$ cat src/rtl/jt10_adpcma_ctrl.sv
// jt10_adpcma_ctrl: register front-end and slot sequencer for the six-channel
// ADPCM-A address counter. CPU writes are held as per-channel pending updates
// and replayed as single-cycle pulses in the owning channel's time slot.
//
// Ports:
//   rst_n, clk      async active-low reset, single clock
//   cen             clock enable for slot/round advance and all outputs
//   wr, addr, din   CPU write port (sampled every clk, independent of cen)
//   slot            channel 0..5 owning the current outputs
//   addr_in         start or end address for the current slot (0 if none)
//   up_start/up_end addr_in is a new start / end address for slot
//   aon/aoff        key-on / key-off pulse for slot
//   div3            address-increment enable, one round out of every DIV
// Optional (JT10_ADPCMA_FLAGS_EN): done in, flags[5:0] out, irq_n out.
module jt10_adpcma_ctrl #(
  parameter int unsigned DIV = 3
) (
  input  logic        rst_n,
  input  logic        clk,
  input  logic        cen,
  input  logic        wr,
  input  logic [7:0]  addr,
  input  logic [7:0]  din,
`ifdef JT10_ADPCMA_FLAGS_EN
  input  logic        done,
  output logic [5:0]  flags,
  output logic        irq_n,
`endif
  output logic [2:0]  slot,
  output logic [11:0] addr_in,
  output logic        up_start,
  output logic        up_end,
  output logic        aon,
  output logic        aoff,
  output logic        div3
);

  localparam int unsigned NCH = 6;
  localparam int unsigned SW  = 3;
  localparam int unsigned AW  = 12;
  localparam int unsigned RW  = 4;

  logic [RW-1:0]  round, nround;
  logic [SW-1:0]  nslot, ch;
  logic           ch_ok;
  logic           wr_key, wr_lo, wr_st_hi, wr_end_hi;
  logic [7:0]     shadow;
  logic [AW-1:0]  start_addr [NCH];
  logic [AW-1:0]  end_addr   [NCH];
  logic [NCH-1:0] pend_st, pend_end, pend_on, pend_off;
  logic [NCH-1:0] pend_st_n, pend_end_n, pend_on_n, pend_off_n;
  logic           dlv_st, dlv_end;

  // Slot/round sequencing, write decode and pending-bit next state.
  // Delivery clears are applied before write sets so a coincident write wins.
  always_comb begin
    nslot  = (slot == SW'(NCH-1)) ? '0 : slot + SW'(1);
    nround = round;
    if (slot == SW'(NCH-1))
      nround = (round == RW'(DIV-1)) ? '0 : round + RW'(1);

    ch        = addr[2:0];
    ch_ok     = ch < SW'(NCH);
    wr_key    = wr && (addr == 8'h00);
    wr_lo     = wr && ch_ok && ((addr[7:3] == 5'h02) || (addr[7:3] == 5'h04));
    wr_st_hi  = wr && ch_ok && (addr[7:3] == 5'h03);
    wr_end_hi = wr && ch_ok && (addr[7:3] == 5'h05);

    dlv_st  = cen && pend_st[nslot];
    dlv_end = cen && !pend_st[nslot] && pend_end[nslot];

    pend_st_n  = pend_st;
    pend_end_n = pend_end;
    pend_on_n  = pend_on;
    pend_off_n = pend_off;
    if (dlv_st)    pend_st_n[nslot]  = 1'b0;
    if (dlv_end)   pend_end_n[nslot] = 1'b0;
    if (cen) begin
      pend_on_n[nslot]  = 1'b0;
      pend_off_n[nslot] = 1'b0;
    end
    if (wr_st_hi)  pend_st_n[ch]  = 1'b1;
    if (wr_end_hi) pend_end_n[ch] = 1'b1;
    for (int c = 0; c < NCH; c++) begin
      if (wr_key && din[c]) begin
        pend_on_n[c]  = !din[7];
        pend_off_n[c] = din[7];
      end
    end
  end

  // Register file and pending bits, written regardless of cen.
  always_ff @(posedge clk or negedge rst_n) begin
    if (!rst_n) begin
      shadow   <= '0;
      pend_st  <= '0;
      pend_end <= '0;
      pend_on  <= '0;
      pend_off <= '0;
      for (int c = 0; c < NCH; c++) begin
        start_addr[c] <= '0;
        end_addr[c]   <= '0;
      end
    end else begin
      pend_st  <= pend_st_n;
      pend_end <= pend_end_n;
      pend_on  <= pend_on_n;
      pend_off <= pend_off_n;
      if (wr_lo)     shadow         <= din;
      if (wr_st_hi)  start_addr[ch] <= {din[3:0], shadow};
      if (wr_end_hi) end_addr[ch]   <= {din[3:0], shadow};
    end
  end

  // Slot outputs: presented for the slot being entered on this cen edge.
  always_ff @(posedge clk or negedge rst_n) begin
    if (!rst_n) begin
      slot     <= '0;
      round    <= '0;
      div3     <= (DIV == 1);
      addr_in  <= '0;
      up_start <= 1'b0;
      up_end   <= 1'b0;
      aon      <= 1'b0;
      aoff     <= 1'b0;
    end else if (cen) begin
      slot     <= nslot;
      round    <= nround;
      div3     <= (nround == RW'(DIV-1));
      up_start <= dlv_st;
      up_end   <= dlv_end;
      aon      <= pend_on[nslot];
      aoff     <= pend_off[nslot];
      if (dlv_st)       addr_in <= start_addr[nslot];
      else if (dlv_end) addr_in <= end_addr[nslot];
      else              addr_in <= '0;
    end
  end

`ifdef JT10_ADPCMA_FLAGS_EN
  logic [NCH-1:0] flags_n;

  // End-of-sample flags; 0x1C also carries the ch4 start-high write.
  always_comb begin
    flags_n = flags;
    if (wr && (addr == 8'h1C)) flags_n = flags_n & ~din[NCH-1:0];
    if (cen && done)           flags_n[slot] = 1'b1;
  end

  always_ff @(posedge clk or negedge rst_n) begin
    if (!rst_n) begin
      flags <= '0;
      irq_n <= 1'b1;
    end else begin
      flags <= flags_n;
      irq_n <= ~|flags_n;
    end
  end
`endif

endmodule

$ cat config.mk
export PLATFORM = sky130hd
export DESIGN_NAME = jt10_adpcma_ctrl
export DESIGN_NICKNAME = d
export VERILOG_FILES = /design/src/rtl/jt10_adpcma_ctrl.sv
export SDC_FILE = /design/constraint.sdc
export NUM_CORES = 1
export LEC_CHECK = 0
export CORE_MARGIN = 8
export CORE_UTILIZATION = 60
export DETAILED_ROUTE_END_ITERATION = 6
export PLACE_DENSITY = 0.82
export SYNTH_ARGS = -nofsm -noshare
export SYNTH_HDL_FRONTEND = slang
export SYNTH_SLANG_ARGS = --single-unit
$ cat constraint.sdc
create_clock -name clk -period 3.6 [get_ports clk]
set_input_delay 0.9 -clock clk [delete_from_list [all_inputs] [get_ports clk]]
set_output_delay 0.9 -clock clk [all_outputs]
set_load 0.05 [all_outputs]
Word-level counts from Yosys, hierarchy flattened
Cells that the tools add are included.
{ "word_totals": {"reg_bits": 200, "input_bits": 20, "wordCells": 133} }
{ "op_classes": {"add_sub_neg": 2, "magnitude_cmp": 8, "n_eq_ne": 7, "n_mux": 45, "bitwise": 9, "reduce_logical": 27} }
{ "op_table": {"columns": ["cell", "n"], "rows": [
  ["$bwmux 72", 2],
  ["$mux 12", 7],
  ["$bmux 12 s3", 2],
  ["$demux 12 s3", 1],
  ["$mux 6", 6],
  ["$and 6x6->6", 4],
  ["$mux 1", 18],
  ["$logic_and 1x1->1", 17],
  ["$bmux 1 s3", 4],
  ["$or 6x6->6", 2],
  ["$reduce_bool 2->1", 6],
  ["$eq 5x2->1 const B", 2],
  ["$eq 5x3->1 const B", 2],
  ["$eq 4x2->1 const B", 2],
  ["$ge 4x4->1 const B", 2],
  ["$logic_not 8->1", 1],
  ["$lt 3x4->1 const B", 2],
  ["$mux 4", 2],
  ["$not 3->4", 2],
  ["$demux 1 s3", 2],
  ["$ge 3x1->1 const B", 2],
  ["$not 6->6", 1],
  ["$add 4x1->4 const B", 1],
  ["$lt 4x1->1 const B", 1],
  ["other kinds (6)", 7]
]} }

Depth between registers and ports, before layout
{ "logic_depth": {"word_depth": 11, "mapped_depth": 9} }

Least setup slack after synthesis
No wires, ideal clock.
{ "synth_timing": {"path_type": "register to register", "start": "register slot[1]", "end": "register addr_in[2]", "setup_time_ns": 0.073, "arrival_ns": 2.785, "t_required_ns": 3.527, "path_slack_ns": 0.742, "stages_incl_launch_ff": 8, "path_buffers": 2, "path_cell_list": "dfrtp_1 buf_6 mux2_4 mux4_2 or4_1 buf_6 o32a_1 a21oi_2"} }
{ "synth_between": {"elab_chain_cells": 9} }
{ "synth_rtl": {"columns": ["item", "line_no", "text"], "rows": [
  ["start: declaration", "29", "output logic [2:0] slot,"],
  ["start signal: assignment", "127", "slot <= nslot;"],
  ["$add 3x1->3 or $eq 3x3->1 (tied branches)", "57", "nslot = (slot == SW'(NCH-1)) ? '0 : slot + SW'(1);"],
  ["$mux 3 *", "57", null],
  ["$bmux 1 s3", "69, 70", null],
  ["$mux 1 (implied by the code)", "69, 70", null],
  ["$logic_not 1->1", "70", "dlv_end = cen && !pend_st[nslot] && pend_end[nslot];"],
  ["$logic_and 1x1->1 (2 in series)", "70", null],
  ["$mux 12", "135", "else if (dlv_end) addr_in <= end_addr[nslot];"],
  ["$mux 12 *", "134", "if (dlv_st) addr_in <= start_addr[nslot];"],
  ["end signal: assignment", "134", null],
  ["end signal: assignment", "135", null],
  ["end: declaration", "30", "output logic [11:0] addr_in,"]
]} }
Every way passes the cells marked *; elsewhere a longest branch is shown, timed or not. The select of a mux whose other input is x is not followed.
A chain may end at the register's enable or synchronous reset.

Final worst setup path
Ends and elaborated chain as after synthesis.

==> qor.txt <==
FP Rows: 45
commonest non-fill, non-tap cell in the layout: dfrtp_1
Yosys top cell area share: 54.6%
area of the die: 19500 um2
total number of vias: 6584
Overflow after GRT: 0
Leakage: 4.90 nW
largest net degree at the start of global routing: 88
vias in the first global route: 6758
Initial Util: 60.8%
synth warn: 0
register-to-register setup slack: 760 ps
WP data arrival: 3200 ps
DR pass1 iterations: 4
Crit Path Class: flip-flop to flip-flop
gr usage total: 25.0%
worst path required time: 3960 ps
Post-route DRC: 0
worst r2r src: slot[1]
Fin Setup TNS: 0 ps
DP Wirelength: 15.3 mm
Clock Power Share: 29.2%
antenna violations before repair: 0
crit-path max FO: 15
fin. max-slew vios: 0
number of synthesized register bits: 200
number of diodes: 0
root buf cell: clkbuf_16
Clock Path Buffers: 2
Die W: 140 um
hold-fix buffers at CTS: 0
Sw Share: 36.5%
via/cell ratio: 6.66
Layout Cells excl Fill: 989
H-tree Lvls: 4
CTS tree: done
PortBufs: 39
fill count: 1080
Synth async-reset ratio: 100%
syn_area_per_cell: 12.1 um2
slew of the pin with the lowest slew margin: 750 ps
Syn Inst Count: 758
hold endpoint: round[3]
min Tclk post-route: 2840 ps
relative slew slack: 50.0%
Max Cap Viol: 0
DRT antenna net count: 0
Hold Vio Cnt, Final: 0
final setup fails: 0
status: finished, final reports clean
Comb pwr share: 31.1%
most frequent cells in the layout: dfrtp_1, mux2_2, nand2_1
Clock Latency Late Sink: 440 ps
wire per inst: 24.0 um
share of cells above drive strength 1: 29.5%
Final nets: 808
Layout area overhead: 14.2%
pwr/cell area: 655 nW/um2
ys flop type: dfrtp_1
launch point of the worst path: slot[1]
DIE HEIGHT: 140 um
Min-Delay Path Depth: 1
Detailed Route Iter0 Violations: 679
sequential power share: 39.7%
distinct cell type count after synthesis: 48
leading post-synthesis cells by cell area: dfrtp_1, mux2_2, mux2i_1
switching pwr: 0.00250 W
Sink Count: 200
number of flops mapped to enable cells by yosys: 0
max frequency: 352 MHz
Setup Fix Bufs, Post-CTS: 0
period utilisation layout: 78.9%
Setup Skew: 6.77 ps
CP startpoint kind: flip-flop
Post-Route WL: 23.7 mm
Synthesized Nets: 778
first-pass GRT wire length: 37.7 mm
Placeable Area: 15100 um2
clock-pin transition on the worst setup and hold timing paths: 70 ps
post-CTS sizing: 0
register area share after synthesis: 54.6%
Crit. End Element: flip-flop
Inserted Clock Buffers: 17
Syn Std Cell Area: 9170 um2
RSZ-0062 raised after global routing: false
launch point of the worst hold path: round[3]
placed cell count: 957
GPL Wtd Cong: 0.925
Worst R2R Path Depth: 6
cell taking the most area after synthesis: dfrtp_1
worst r2r dst: addr_in[2]
P_int: 0.00436 W
Peak VDD IR: 0.475 mV
worst hold path class: flip-flop to flip-flop
I/O pin cnt: 40
==> how the worst max path moves through the flow <==
stage	endpoint	cells past startpoint
after global placement	start_addr[46]	7
after global routing	addr_in[2]	6
after detailed placement	start_addr[43]	6
final	addr_in[2]	6
after CTS	slot[2]	1
after floorplan	addr_in[2]	7
==> power groups by stage <==
stage	Combinational (W)	Sequential (W)	Clock, W
detailed placement	0.00208	0.00275	0
floorplan	0.00120	0.00288	0
global placement	0.00206	0.00274	0
CTS	0.00210	0.00271	0.00203
finish	0.00213	0.00272	0.00201
global route	0.00225	0.00274	0.00212
==> cell families after synthesis <==
group	Yosys count	share of synthesized area (%)
AND/OR/NAND/NOR	151	7.76
buffers and inverters	65	2.91
multiplexers	196	23.8
XOR/XNOR	3	0.287
flip-flops	200	54.6
AO/OA/AOI/OAI	143	10.7
==> critical path, cell delays in order, from the launching register on <==
cell     delay (ps)
dfrtp_2         560
mux2_2          390
mux4_2          510
or4_1           580
buf_4           220
o32a_1          370
a21oi_2         140
==> metrics by stage <==
stage | instance area, um2 | power (W) | hold slack [ps] | util [%] | setup WS (ps)
after CTS | 10500 | 0.00684 | 480 | 69.4 | 754
final | 10500 | 0.00686 | 476 | 69.4 | 761
after global placement | 9860 | 0.00480 | 460 | 65.3 | 786
after floorplan | 9170 | 0.00408 | 447 | - | 742
after detailed placement | 9860 | 0.00483 | 467 | 65.3 | 700
after global routing | 10500 | 0.00711 | 493 | 69.4 | 690
==> Yosys cell counts (6+ instances only) <==
cell type and instances:
nand2b_1 7, o22ai_1 14, dfrtp_1 200, buf_1 6
nand2_1 45, o211ai_1 17, o21ai_0 39, clkbuf_1 52
nand3b_1 8, nand3_1 29, mux2i_1 31, a211oi_1 12
nor2_1 38, nor2b_1 10, a21oi_1 9, mux2_2 163
o22a_1 9, o31ai_1 9
==> final cells by class <==
class,count,area (um2),area share (%)
timing repair buffer,72,699,6.68
multi-input combinational,493,3900,37.2
clock inverter,11,158,1.51
inverter,4,15.0,0.143
sequential,200,5010,47.8
clock buffer,21,460,4.40
tap,188,235,2.25
==> state kept, by name (all words and copies together), names as in the netlist, 3 cells and up <==
register / count
end_addr: 72
start_addr: 72
addr_in: 12
shadow: 8
pend_end: 6
pend_off: 6
pend_on: 6
pend_st: 6
round: 4
slot: 3
==> per-layer routing <==
layer / up-vias / wire, um / track usage, % / share of wire, %
li1: 2828 / - / - / -
met1: 3412 / 10200 / 32.6 / 43
met2: 288 / 11200 / 39.7 / 47
met3: 56 / 1600 / 5.23 / 6.7
met4: 0 / 778 / 11.4 / 3.3
met5: - / 0 / 0 / 0
(Power assumes the default switching activity.)
